File: src/rtl/bus_txn_monitor.sv
// bus_txn_monitor: snoops a bus, filters transactions by address window and keeps a readable history with counters.
module bus_txn_monitor #(
    parameter int ADDR_WIDTH = 16,
    parameter int DATA_WIDTH = 16,
    parameter int DEPTH      = 16,
    parameter int CNT_WIDTH  = 32,
    localparam int IW        = $clog2(DEPTH),
    localparam int EW        = 1 + ADDR_WIDTH + 2 * DATA_WIDTH
) (
    input  logic                  clk,
    input  logic                  rst_n,
    input  logic                  bus_valid_i,
    input  logic                  bus_rw_i,
    input  logic [ADDR_WIDTH-1:0] bus_addr_i,
    input  logic [DATA_WIDTH-1:0] bus_wdata_i,
    input  logic [DATA_WIDTH-1:0] bus_rdata_i,
    input  logic [ADDR_WIDTH-1:0] filt_lo_i,
    input  logic [ADDR_WIDTH-1:0] filt_hi_i,
    input  logic                  mode_i,
    input  logic                  freeze_i,
    input  logic                  clear_i,
    input  logic [IW-1:0]         rd_idx_i,
    output logic [EW-1:0]         rd_entry_o,
    output logic                  rd_valid_o,
    output logic [IW:0]           count_o,
    output logic [CNT_WIDTH-1:0]  rd_cnt_o,
    output logic [CNT_WIDTH-1:0]  wr_cnt_o,
    output logic                  full_o,
    output logic                  overflow_o,
    output logic                  activity_o,
    output logic [EW-1:0]         last_o
);
    logic [EW-1:0] mem [DEPTH];
    logic [IW-1:0] wr_ptr;
    logic [IW-1:0] rd_addr;
    logic [EW-1:0] txn;
    logic          qual;
    logic          store;
    logic          rd_hit;

    assign txn     = {bus_rw_i, bus_addr_i, bus_rdata_i, bus_wdata_i};
    assign qual    = bus_valid_i & ~freeze_i & (bus_addr_i >= filt_lo_i) & (bus_addr_i <= filt_hi_i);
    assign full_o  = count_o == (IW+1)'(DEPTH);
    assign store   = qual & ~clear_i & (~full_o | ~mode_i);
    assign rd_hit  = {1'b0, rd_idx_i} < count_o;
    assign rd_addr = wr_ptr - IW'(1) - rd_idx_i;

    // History storage; no reset so it maps onto plain RAM, validity comes from count_o
    always_ff @(posedge clk) begin
        if (store && rst_n) mem[wr_ptr] <= txn;
    end

    // Pointer, occupancy, counters, flags and registered readout
    always_ff @(posedge clk or negedge rst_n) begin
        if (!rst_n) begin
            wr_ptr     <= '0;
            count_o    <= '0;
            rd_cnt_o   <= '0;
            wr_cnt_o   <= '0;
            overflow_o <= 1'b0;
            activity_o <= 1'b0;
            last_o     <= '0;
            rd_valid_o <= 1'b0;
            rd_entry_o <= '0;
        end else if (clear_i) begin
            wr_ptr     <= '0;
            count_o    <= '0;
            rd_cnt_o   <= '0;
            wr_cnt_o   <= '0;
            overflow_o <= 1'b0;
            last_o     <= '0;
            rd_valid_o <= 1'b0;
            rd_entry_o <= '0;
        end else begin
            rd_valid_o <= rd_hit;
            rd_entry_o <= rd_hit ? mem[rd_addr] : '0;
            if (qual) begin
                last_o     <= txn;
                activity_o <= ~activity_o;
                if (bus_rw_i) wr_cnt_o <= wr_cnt_o + CNT_WIDTH'(~&wr_cnt_o);
                else          rd_cnt_o <= rd_cnt_o + CNT_WIDTH'(~&rd_cnt_o);
                if (full_o) overflow_o <= 1'b1;
            end
            if (store) begin
                wr_ptr <= wr_ptr + IW'(1);
                if (!full_o) count_o <= count_o + (IW+1)'(1);
            end
        end
    end
endmodule

File: config.mk
export PLATFORM = sky130hd
export DESIGN_NAME = bus_txn_monitor
export DESIGN_NICKNAME = d
export VERILOG_FILES = /design/src/rtl/bus_txn_monitor.sv
export SDC_FILE = /design/constraint.sdc
export NUM_CORES = 1
export LEC_CHECK = 0
export CORE_UTILIZATION = 55
export CTS_BUF_LIST = sky130_fd_sc_hd__clkbuf_8
export DETAILED_ROUTE_END_ITERATION = 7
export DONT_BUFFER_PORTS = 1
export HOLD_SLACK_MARGIN = 0.1
export PLACE_DENSITY = 0.79
export SYNTH_ARGS = -nofsm -noshare
export SYNTH_HDL_FRONTEND = slang
export SYNTH_SLANG_ARGS = --single-unit
File: constraint.sdc
create_clock -name clk -period 9.42 [get_ports clk]
set_input_delay 0.471 -clock clk [delete_from_list [all_inputs] [get_ports clk]]
set_output_delay 0.471 -clock clk [all_outputs]
set_load 0.02 [all_outputs]
## Word level (Yosys, flattened, before mapping)

Memories as Yosys holds them, arrays and structs flattened.
Cells that the tools add are included.

- Divide/modulo/power cells: 0
- Shift operators: 0
- $add $sub $neg: 6
- Reductions and logical operators: 14
- Bitwise logic cells: 11
- $lt $le $gt $ge: 3
- Equality and inequality tests: 3
- Mux-type cells: 21
- Multipliers: 0

Operators with widths:

| kind | number |
|---|---|
| 49-bit two-way mux | 4 |
| 32-bit two-way mux | 6 |
| 32-bit by 1-bit adder with 32-bit output | 2 |
| 32-bit AND reduction | 2 |
| 16-bit >= comparator | 1 |
| 16-bit <= comparator | 1 |
| 5-bit two-way mux | 3 |
| 2-bit AND reduction | 5 |
| 4-bit two-way mux | 2 |
| 2-bit nonzero test | 4 |
| 1-bit two-way mux | 6 |
| 5-bit by 1-bit adder with 5-bit output (second input constant) | 1 |
| 1-bit AND | 5 |
| 5-bit equality test (second input constant) | 1 |
| 4-bit by 5-bit less-than comparator with 1-bit output | 1 |
| 1-bit inverter | 5 |
| 4-bit by 1-bit adder with 4-bit output (second input constant) | 1 |
| 4-bit by 1-bit subtractor with 4-bit output (second input constant) | 1 |
| 4-bit subtractor | 1 |
| 1-bit zero test | 2 |
| 2-bit by 1-bit inequality test with 1-bit output (second input constant) | 1 |
| 2-bit inequality test (second input constant) | 1 |
| 1-bit logical AND | 1 |
| 1-bit OR | 1 |

- Bits in read-only memories: 0
- RAM bits: 784
- Bits of input ports: 91
- Bits in latches: 0
- Memories kept: 1
- Word-level logic and storage cells: 68
- Output and inout bits: 171
- Register bits after elaboration: 174

Memories:

| memory | depth | width | read ports | clocked after memory_dff | wr ports | RTL line | RTL |
|---|---|---|---|---|---|---|---|
| mem | 16 | 49 | 1 | 0 | 1 | 33 | `logic [EW-1:0] mem [DEPTH];` |

## Depth between registers and ports, before layout

Gate-level depths: netlist (run 1).

- Word-level depth: 9
- Depth in mapped cells: 15
- Gate-level depth less buffers: 14

## Worst setup path after synthesis (run 1)

Ideal clock, no wire load.

- Path type: in2reg
- Start point: input port filt_hi_i[11]
- End point: memory mem[12][0] in the netlist's numbering, enable pin
- Library setup time: 0.516 ns
- Stages: 9
- Data required time: 8.904 ns
- Buffers on the path: 2
- Arrival time: 5.748 ns
- Path slack: 3.156 ns
- Cells stage by stage: inv_1 -> ha_1 -> nand4_1 -> or4_4 -> nor4_4 -> o21ai_1 -> buf_2 -> clkbuf_1 -> nor3_1

- Cells in the longest elaborated chain, start to end: 7

Ends and longest elaborated chain:

| what | RTL line | RTL |
|---|---|---|
| start: declaration | 18 | `input logic [ADDR_WIDTH-1:0] filt_hi_i,` |
| 16-bit <= comparator | 42 | `assign qual = bus_valid_i & ~freeze_i & (bus_addr_i >= filt_lo_i) & (bus_addr_i <= filt_hi_i);` |
| 1-bit AND | 42 |  |
| 1-bit AND (2 in a row) | 44 | `assign store = qual & ~clear_i & (~full_o \| ~mode_i);` |
| 1-bit logical AND | 50 | `if (store && rst_n) mem[wr_ptr] <= txn;` |
| 1-bit two-way mux | 50 |  |
| 1-bit two-way mux (not written as such) | 50 |  |
| end: declaration | 33 |  |

No other way between the ends.

## Worst setup path in the final report (run 1)

- Start point: register wr_cnt_o[16]
- End point: register wr_cnt_o[26]

- Cells in the longest elaborated chain, start to end: 6

Ends and longest elaborated chain:

| what | RTL line | RTL |
|---|---|---|
| start: declaration | 27 | `output logic [CNT_WIDTH-1:0] wr_cnt_o,` |
| start signal: assignment | 80 | `if (bus_rw_i) wr_cnt_o <= wr_cnt_o + CNT_WIDTH'(~&wr_cnt_o);` |
| 32-bit AND reduction | 80 |  |
| 1-bit zero test | 80 |  |
| 32-bit by 1-bit adder with 32-bit output (*) | 80 |  |
| 32-bit two-way mux (*) | 80 |  |
| 32-bit two-way mux (*) | 77 | `if (qual) begin` |
| 32-bit two-way mux (*) | 65 | `end else if (clear_i) begin` |

Mark *: on every way between the ends. The rest lies on a longest branch, timed or not. The select of a mux whose other input is x is not followed.
A chain may end at the register's enable or synchronous reset.

==> results of run 1 <==
[area by class of cell]
cell class | count | area (sq um)
Clock inverter | 99 | 663
Sequential cell | 958 | 27900
Fill cell | 4623 | 25800
Inverter | 64 | 240
Tap cell | 931 | 1160
Clock buffer | 166 | 2280
Multi-Input combinational cell | 985 | 9660
Antenna cell | 9 | 22.5
Timing Repair Buffer | 86 | 841
[synthesized netlist by cell type (29+ instances only)]
cell type	count	area share
or3_1	36	0.0059
a211oi_1	99	0.019
mux2i_1	51	0.013
nand3_1	29	0.0038
edfxtp_1	784	0.62
clkbuf_1	87	0.0086
ha_1	48	0.016
dfrtp_1	174	0.11
a21oi_1	120	0.016
nand2_1	130	0.013
o21ai_0	44	0.0058
mux4_2	196	0.12
inv_1	64	0.0063
nor2b_1	51	0.0084
[per-stage QoR]
step | total power, mW | std cells | setup WS [ns] | area, sq um | util
6_report | 8.60 | 3298 | 4.99 | 42800 | 0.624
5_1_grt | 8.88 | 3292 | 4.68 | 42800 | 0.623
4_1_cts | 8.66 | 3289 | 5.06 | 42800 | 0.623
3_5_place_dp | 5.16 | 2970 | 4.39 | 39200 | 0.572
3_3_place_gp | 5.16 | 2970 | 4.59 | 39200 | 0.572
2_1_floorplan | 5.06 | 2126 | 3.16 | 38200 | -
[layout by cell type (no fill, tap or decap), drive strengths merged, types with 2 or more instances in the layout]
master and n:
a22oi 2, and4 16, nor4 8, diode 9, mux2i 51, a311oi 3
clkinvlp 5, o2111ai 10, a211oi 99, ha 48, and2 4, o31ai 14
bufinv 7, or2 3, xnor2 9, nand2b 4, a41o 2, a21boi 2
dlygate4sd3 52, a21oi 120, buf 34, nor3 8, nand2 130, and3 5
dfrtp 174, or3 36, clkbuf 166, edfxtp 784, o21ai 46, nand3 29
clkinv 43, xor2 8, o21a 2, nand4 19, mux4 196, inv 108
o211ai 6, or4 17, nor2 27, nor2b 51
[registers in the layout, indices dropped and copies added (netlist names)]
register / count
rd_valid_o: 1
wr_ptr: 4
activity_o: 1
mem: 784
wr_cnt_o: 32
count_o: 5
last_o: 49
overflow_o: 1
rd_entry_o: 49
rd_cnt_o: 32
[kinds of logic after synthesis]
group	after synthesis	share of synthesized area
and+or+nand+nor	359	0.0497
buffers and inverters	183	0.0183
DFF	958	0.731
AOI/OAI and AO/OA	313	0.0516
muxes	247	0.129
adders and majority gates	49	0.0163
xor gates and xnor gates	17	0.00390
[final timing paths]
path,start,slack (ns),cells after the start,to
max in group asynchronous,rst_n,8.13,2,rd_entry_o[25]
worst min-delay path,clear_i,0.17,2,mem[14][36]
min in group asynchronous,rst_n,0.37,2,rd_cnt_o[26]
worst max register to register,wr_cnt_o[16],4.99,14,wr_cnt_o[26]
worst min register to register,last_o[13],0.64,2,last_o[13]
worst max-delay path,wr_cnt_o[16],4.99,14,wr_cnt_o[26]
[worst register-to-register path, cell delays in order, from the launching register on]
cell	delay (ns)
dfrtp_1	0.55
nand3_1	0.27
nor4_1	0.61
and4_1	0.35
nand3_1	0.09
nor3_1	0.36
nand2_1	0.10
ha_1	0.23
ha_1	0.22
nand3_1	0.23
or3_1	0.25
nor2_1	0.10
o2111ai_1	0.54
o21ai_0	0.25
a21oi_1	0.18
[power by group through the flow]
stage,logic (mW),registers (mW),clock network [mW]
after floorplan,0.334,4.73,0
after global placement,0.415,4.74,0
after detailed placement,0.423,4.74,0
after CTS,0.525,4.65,3.49
after global routing,0.561,4.65,3.66
final,0.519,4.65,3.43
[layer usage]
layer | track usage | part of all wire | routed length (microns)
met3 | 0.0735 | 0.096 | 8510
met2 | 0.415 | 0.49 | 43500
met4 | 0.0920 | 0.027 | 2440
met1 | 0.341 | 0.39 | 34500
met5 | 0 | 0 | 0
==> results.json, run 1 <==
{
  "status": "finished, final reports clean",
  "cp.required_ns": 10.12,
  "grt-ovfl-total": 0,
  "rows": 96,
  "grt_usage": 0.259,
  "path_common_cell": "nand3_1",
  "period_minus_slack_ns": 4.43,
  "drt-initial-drc-count": 1969,
  "clock_skew_ns": 0.0292,
  "async_reset_ff_frac": 0.182,
  "post_cts.repair.setup_buffers": 0,
  "cts-root-buf": "clkbuf_8",
  "drc": 0,
  "cts.sinks": 958,
  "cpPeakStageDelay_ns": 0.61,
  "whs_ns": 0.174,
  "tns_ns": 0,
  "cap_violations": 0,
  "viasPerCell": 6.26,
  "grt_pass1_wl_microns": 134000,
  "start_util": 0.556,
  "tightest_slew_ns": 1.28,
  "finalSetupViolCount": 0,
  "arrival_ns": 5.13,
  "relSlewSlack": 0.145,
  "post_cts_resized": 0,
  "synth.distinct_cells": 50,
  "dp_hpwl_microns": 50300,
  "hold_viol": 0,
  "num_vias": 20655,
  "design.core.area_sq_um": 68600,
  "hold_path.class": "in -> reg",
  "h-tree-depth": 4,
  "synth_seq_area_share": 0.731,
  "drive_gt1_frac": 0.196,
  "switching_share": 0.228,
  "synth_edf_count": 784,
  "final.period_utilization": 0.470,
  "die-area_sq_um": 70400,
  "synthesis.nets": 2266,
  "cts_hold_buf": 54,
  "clockPowerShare": 0.399,
  "grt_pass1_vias": 21332,
  "avgSynthCellArea_sq_um": 17.9,
  "ys_warn_count": 0,
  "grt_max_degree": 175,
  "slew_viol_final": 0,
  "p_seq_frac": 0.541,
  "startpoint_type": "register",
  "path_buf_inv": 0,
  "worst-path-max-fanout": 17,
  "cts_buffer_depth": 3,
  "netSwitchingPower_mw": 1.96,
  "ios": 262,
  "clkSlewWorstSetupHoldPaths_ns": 0.06,
  "clk_latency_ns": 0.79,
  "synthFlopType": "edfxtp_1",
  "netlist_instances": 2126,
  "crit_slowest_cell": "nor4_1",
  "crit_type": "reg -> reg",
  "power.leakage_nw": 14.5,
  "antenna_left": 0,
  "grt_antenna_before_repair": 6,
  "end_kind": "register",
  "fmax_mhz": 226,
  "syn_area_sq_um": 38200,
  "tritoncts": "done",
  "peakVddDrop_uv": 171,
  "p_comb_frac": 0.060,
  "wl_per_cell_microns": 27.0,
  "numPortBuffers": 0,
  "detail_route.first_pass.iterations": 7,
  "die_x_microns": 265,
  "cts_buffers": 148,
  "area_delta_synth_final_pct": 12.1,
  "path_cells": "nand3_1 -> nor4_1 -> and4_1 -> nand3_1 -> nor3_1 -> nand2_1 -> ha_1 -> ha_1 -> nand3_1 -> or3_1 -> nor2_1 -> o2111ai_1 -> o21ai_0 -> a21oi_1",
  "synth.ff_latch_count": 958,
  "rsz0062_at_grt": "false",
  "p_int_mw": 6.64,
  "wl_microns": 89000,
  "die_h_microns": 265,
  "critPathTopFamily": "simple AND/OR/NAND/NOR gates",
  "fin_nets": 2383,
  "gp_congestion": 0.907,
  "powerDensity_nw_per_um2": 201
}
Power figures use the tool's default switching activity.
==> inputs of run 2 (changes only) <==
--- a/config.mk
+++ b/config.mk
@@ -10,7 +10,7 @@
 export DETAILED_ROUTE_END_ITERATION = 7
 export DONT_BUFFER_PORTS = 1
 export HOLD_SLACK_MARGIN = 0.1
-export PLACE_DENSITY = 0.79
+export PLACE_DENSITY = 0.82
 export SYNTH_ARGS = -nofsm -noshare
 export SYNTH_HDL_FRONTEND = slang
 export SYNTH_SLANG_ARGS = --single-unit
==> constraint.sdc (replaced) <==
create_clock -name clk -period 3.7 [get_ports clk]
set_input_delay 0.185 -clock clk [delete_from_list [all_inputs] [get_ports clk]]
set_output_delay 0.185 -clock clk [all_outputs]
set_load 0.02 [all_outputs]
==> results.json, run 2 (synthesis gave the netlist of run 1 again) <==
{
  "cts.sinks": 958,
  "power_mw": 21.6,
  "slew_viol_final": 0,
  "rows": 96,
  "drive_gt1_frac": 0.217,
  "h-tree-depth": 4,
  "drt-initial-drc-count": 1963,
  "crit_start": "wr_cnt_o[19]",
  "startpoint_type": "register",
  "violations": "negative hold slack",
  "worst-path-max-fanout": 11,
  "die_x_microns": 265,
  "tritoncts": "done",
  "clkSlewWorstSetupHoldPaths_ns": 0.07,
  "tns_ns": 0,
  "cp.required_ns": 4.44,
  "clock_skew_ns": 0.0436,
  "final.period_utilization": 0.949,
  "wl_microns": 89700,
  "grt_usage": 0.260,
  "finalSetupViolCount": 0,
  "dp_hpwl_microns": 51600,
  "dpl_cell_area_sq_um": 40100,
  "powerDensity_nw_per_um2": 496,
  "r2r_start": "wr_cnt_o[19]",
  "design.core.area_sq_um": 68600,
  "antenna_left": 0,
  "place_inst": 3037,
  "crit_type": "reg -> reg",
  "worst_slack_ns": 0.188,
  "ios": 262,
  "regMostFlops": "mem",
  "final_cell_area_sq_um": 43600,
  "grt_antenna_before_repair": 4,
  "layout.cells.non_filler": 3373,
  "grt_pass1_vias": 22024,
  "num_vias": 21120,
  "clk_latency_ns": 0.82,
  "grt_pass1_wl_microns": 135000,
  "whs_ns": -0.927,
  "peakVddDrop_uv": 302,
  "cts_hold_buf": 57,
  "largest_register_ffs": 784,
  "die-area_sq_um": 70400,
  "fin_nets": 2455,
  "power.leakage_nw": 15.1,
  "dp_slack_ns": 0.292,
  "fmax_mhz": 285,
  "final_common_cell": "edfxtp_1",
  "area_delta_synth_final_pct": 14.3,
  "gp_congestion": 0.906,
  "period_minus_slack_ns": 3.51,
  "fill_cells": 4488,
  "cts-root-buf": "clkbuf_8",
  "cts_buffer_depth": 3,
  "drc": 0,
  "start_util": 0.556,
  "cap_violations": 0,
  "status": "finished, violations left",
  "reg.largest.list": "mem (784), last_o (49), rd_entry_o (49)",
  "layout_common_cells": "edfxtp_1 (784), mux4_2 (196), dfrtp_1 (174)",
  "rsz0062_at_grt": "false",
  "detail_route.first_pass.iterations": 5,
  "numPortBuffers": 0,
  "relSlewSlack": 0.219,
  "wl_per_cell_microns": 26.6,
  "viasPerCell": 6.26,
  "grt_max_degree": 176,
  "end_kind": "register",
  "hold_path.class": "in -> async",
  "cts_buffers": 150,
  "die_h_microns": 265,
  "tightest_slew_ns": 1.17,
  "grt-ovfl-total": 0,
  "hold_viol": 174,
  "arrival_ns": 4.25
}
==> run 2: cell count changes in the layout (fill, tap and decap cells not counted), moves of 5 or more <==
cell / change
diode_2: -7
inv_1: +24
buf_12: +28
bufinv_16: -5
clkinv_1: -11
buf_4: +39
==> run 2: where the power goes <==
group          switching, mW  internal [mW]  total (mW)
clock network           4.09           4.39        8.48
registers              0.114           11.7        11.8
logic                  0.731          0.585        1.32
==> run 2: worst paths after layout <==
path,to,slack (ns),depth (start not counted)
setup / recovery,wr_cnt_o[18],0.19,15
hold / removal,rd_cnt_o[26],-0.93,0
setup reg to reg,wr_cnt_o[18],0.19,15
hold reg to reg,last_o[13],0.63,2
max in group asynchronous,rd_entry_o[22],4.22,0
min in group clk,rd_entry_o[14],0.20,5
==> run 2: timing repair <==
item | CTS | global route
buffers inserted | 0 | 0
endpoints found under the setup margin | 0 | 7
gates resized for setup | 0 | 2
hold endpoints to repair | 1292 | 174
==> run 2: through the flow <==
stage | hold WS [ns] | util
finish | -0.927 | 0.636
global route | -0.983 | 0.636
CTS | -1.00 | 0.636
detailed placement | -0.102 | 0.585
global placement | -0.102 | 0.585
floorplan | -0.111 | -
==> run 2: metal layers <==
metal,global-route usage,share of wire,vias up
met5,0,0.00010,-
met4,0.0936,0.027,2
met3,0.0763,0.099,185
met2,0.428,0.50,1082
met1,0.331,0.37,10921
li1,-,-,8930
==> run 2: critical path, cell delays in order, from the launching register on <==
cell and delay, ns:
dfrtp_1 0.49, nand3_1 0.20, nor4_2 0.08, and4_1 0.24, nand3_1 0.09, nor3_1 0.07, nand2_1 0.06, ha_1 0.18
ha_1 0.20, nand3_1 0.18, or3_1 0.45, nor2_1 0.16, o2111ai_2 0.23, buf_4 0.29, or3_1 0.34, a21oi_1 0.16
==> run 2: layout make-up <==
class                      count  area [sq um]  area share
inverter                      64           240     0.00551
tap                          931          1160      0.0267
antenna                        2          5.00    0.000115
multi-input combinational    985          9700       0.222
sequential                   958         27900       0.639
timing repair buffer         156          1710      0.0391
clock buffer                 170          2340      0.0536
clock inverter               107           568      0.0130
==> inputs of run 3 (changes only) <==
--- a/config.mk
+++ b/config.mk
@@ -5,12 +5,12 @@
 export SDC_FILE = /design/constraint.sdc
 export NUM_CORES = 1
 export LEC_CHECK = 0
+export BUFFER_PORTS_ARGS = -buffer_cell sky130_fd_sc_hd__buf_4
 export CORE_UTILIZATION = 55
 export CTS_BUF_LIST = sky130_fd_sc_hd__clkbuf_8
 export DETAILED_ROUTE_END_ITERATION = 7
-export DONT_BUFFER_PORTS = 1
 export HOLD_SLACK_MARGIN = 0.1
-export PLACE_DENSITY = 0.82
+export PLACE_DENSITY = 0.83
 export SYNTH_ARGS = -nofsm -noshare
 export SYNTH_HDL_FRONTEND = slang
 export SYNTH_SLANG_ARGS = --single-unit
==> constraint.sdc (replaced) <==
create_clock -name clk -period 3.4 [get_ports clk]
set_input_delay 0.17 -clock clk [delete_from_list [all_inputs] [get_ports clk]]
set_output_delay 0.17 -clock clk [all_outputs]
set_load 0.02 [all_outputs]
==> results.json, run 3 (synthesis gave the netlist of run 1 again) <==
{
  "status": "finished, final reports clean",
  "clk_latency_ns": 0.79,
  "critPathTopFamily": "simple AND/OR/NAND/NOR gates",
  "worst-path-max-fanout": 7,
  "crit_slowest_cell": "or4_1",
  "cp.required_ns": 4.01,
  "endpoint": "rd_cnt_o[30]",
  "relSlewSlack": 0.254,
  "path_depth": 14,
  "wl_per_cell_microns": 25.7,
  "drc": 0,
  "layout.cells.non_filler": 3618,
  "cts_buffers": 147,
  "drt-initial-drc-count": 2237,
  "fin_nets": 2709,
  "grt-ovfl-total": 0,
  "reg.largest.list": "mem (784), last_o (49), rd_entry_o (49)",
  "powerDensity_nw_per_um2": 517,
  "grt_pass1_vias": 22823,
  "cpPeakStageDelay_ns": 0.53,
  "peakVddDrop_uv": 311,
  "antenna_left": 0,
  "worst_r2r_endpoint": "rd_cnt_o[30]",
  "final_common_cell": "edfxtp_1",
  "rows": 96,
  "grt_pass1_wl_microns": 139000,
  "grt_usage": 0.268,
  "path_cells": "nand4_1 -> nor4_2 -> nand3_1 -> nor3_2 -> nand4_1 -> or4_1 -> ha_1 -> ha_1 -> nand3_1 -> nor2_1 -> o211ai_1 -> buf_2 -> or3_1 -> a21oi_1",
  "final.period_utilization": 0.944,
  "rsz0062_at_grt": "false",
  "numPortBuffers": 261,
  "startpoint_type": "register",
  "die_h_microns": 265,
  "arrival_ns": 3.82,
  "regArea_sq_um": 27900,
  "layout_common_cells": "edfxtp_1 (784), buf_4 (320), mux4_2 (196)",
  "period_minus_slack_ns": 3.21,
  "r2r_slack_ns": 0.19,
  "start_util": 0.556,
  "largest_register_ffs": 784,
  "rr_worst_depth": 14,
  "detail_route.first_pass.iterations": 5,
  "drive_gt1_frac": 0.298,
  "end_kind": "register",
  "tns_ns": 0,
  "path_buf_inv": 1,
  "crit_start": "rd_cnt_o[16]",
  "wl_microns": 93000,
  "slew_viol_final": 0,
  "place_inst": 3286,
  "fmax_mhz": 312,
  "gp_congestion": 0.928,
  "finalSetupViolCount": 0,
  "regMostFlops": "mem",
  "clock_skew_ns": 0.0292,
  "tightest_slew_ns": 1.12,
  "num_vias": 22260,
  "dp_hpwl_microns": 55100,
  "h-tree-depth": 4,
  "hold_path.class": "in -> reg",
  "power.leakage_nw": 16.3,
  "r2r_start": "rd_cnt_o[16]",
  "tritoncts": "done",
  "cts-root-buf": "clkbuf_8",
  "die-area_sq_um": 70400,
  "multiInputGateArea_sq_um": 9820,
  "area_delta_synth_final_pct": 19.5,
  "fill_cells": 4253,
  "hold_viol": 0,
  "crit_type": "reg -> reg",
  "grt_max_degree": 95,
  "grt_antenna_before_repair": 1,
  "die_x_microns": 265,
  "ios": 262,
  "whs_ns": 0.252,
  "clkSlewWorstSetupHoldPaths_ns": 0.06,
  "insertedDiodeCount": 0,
  "design.core.area_sq_um": 68600,
  "viasPerCell": 6.15,
  "cap_violations": 0,
  "cts.sinks": 958,
  "cts_buffer_depth": 3
}
[run 3: cell types whose count changed in the layout (fill, tap and decap cells not counted), sizes merged]
cell,previous run,this run
buf,100,359
bufinv,2,4
clkbuf,170,158
clkinv,28,38
clkinvlp,8,7
diode,2,0
dlygate4sd3,56,53
inv,133,125
[run 3: cell type report]
class                      instances  area share
inverter                          64     0.00560
sequential                       958       0.612
clock buffer                     157      0.0474
clock inverter                   110      0.0130
multi-input combinational        985       0.215
tap                              931      0.0255
timing repair buffer             413      0.0814
[run 3: layer usage]
| metal | up-vias | track usage | routed length (microns) |
|---|---|---|---|
| met5 | - | 0 | 0 |
| met1 | 11417 | 0.353 | 35300 |
| met3 | 194 | 0.0681 | 9010 |
| met4 | 0 | 0.0967 | 2730 |
| li1 | 9410 | - | - |
| met2 | 1239 | 0.436 | 46000 |
[run 3: worst reg2reg max path, cell delays in order (launching register included)]
cell and delay (ns):
dfrtp_1 0.40, nand4_1 0.20, nor4_2 0.31, nand3_1 0.17, nor3_2 0.14, nand4_1 0.10, or4_1 0.53, ha_1 0.23
ha_1 0.21, nand3_1 0.10, nor2_1 0.07, o211ai_1 0.14, buf_2 0.24, or3_1 0.13, a21oi_1 0.06
[run 3: where the power goes]
group	internal (mW)	switching [mW]	leakage (nW)
Combinational	0.789	1.03	5.27
Sequential	12.8	0.0433	9.45
Clock	4.58	4.36	1.61
Total	18.1	5.43	16.3
[run 3: worst min-delay path by stage]
stage                     from             end  slack (ns)  depth (start not counted)
6_report         bus_addr_i[7]      mem[2][39]        0.25                          2
2_1_floorplan            rst_n      activity_o       -0.13                          0
3_5_place_dp             rst_n  rd_entry_o[34]         0.1                          1
3_3_place_gp             rst_n  rd_entry_o[34]        0.09                          1
4_1_cts        bus_rdata_i[14]     mem[14][30]        0.18                          2
5_1_grt          bus_addr_i[7]      mem[2][39]        0.22                          2
[run 3: through the flow]
step / power (mW) / setup slack, ns / cell area, sq um / utilization
after floorplan: 14.0 / -0.0161 / 38300 / -
after global placement: 14.7 / 0.0989 / 42200 / 0.615
after detailed placement: 14.8 / -0.0258 / 42200 / 0.615
after CTS: 23.7 / 0.0458 / 45500 / 0.663
after global routing: 24.3 / 0.00877 / 45600 / 0.665
final: 23.6 / 0.190 / 45600 / 0.665
[run 3: what timing repair did]
action,CTS,global route
setup endpoints to repair,8,31
gates cloned,0,2
gates resized for setup,1,13
hold buffers,54,0
pin swaps,0,7
hold endpoints to repair,1032,0
buffers inserted,0,9
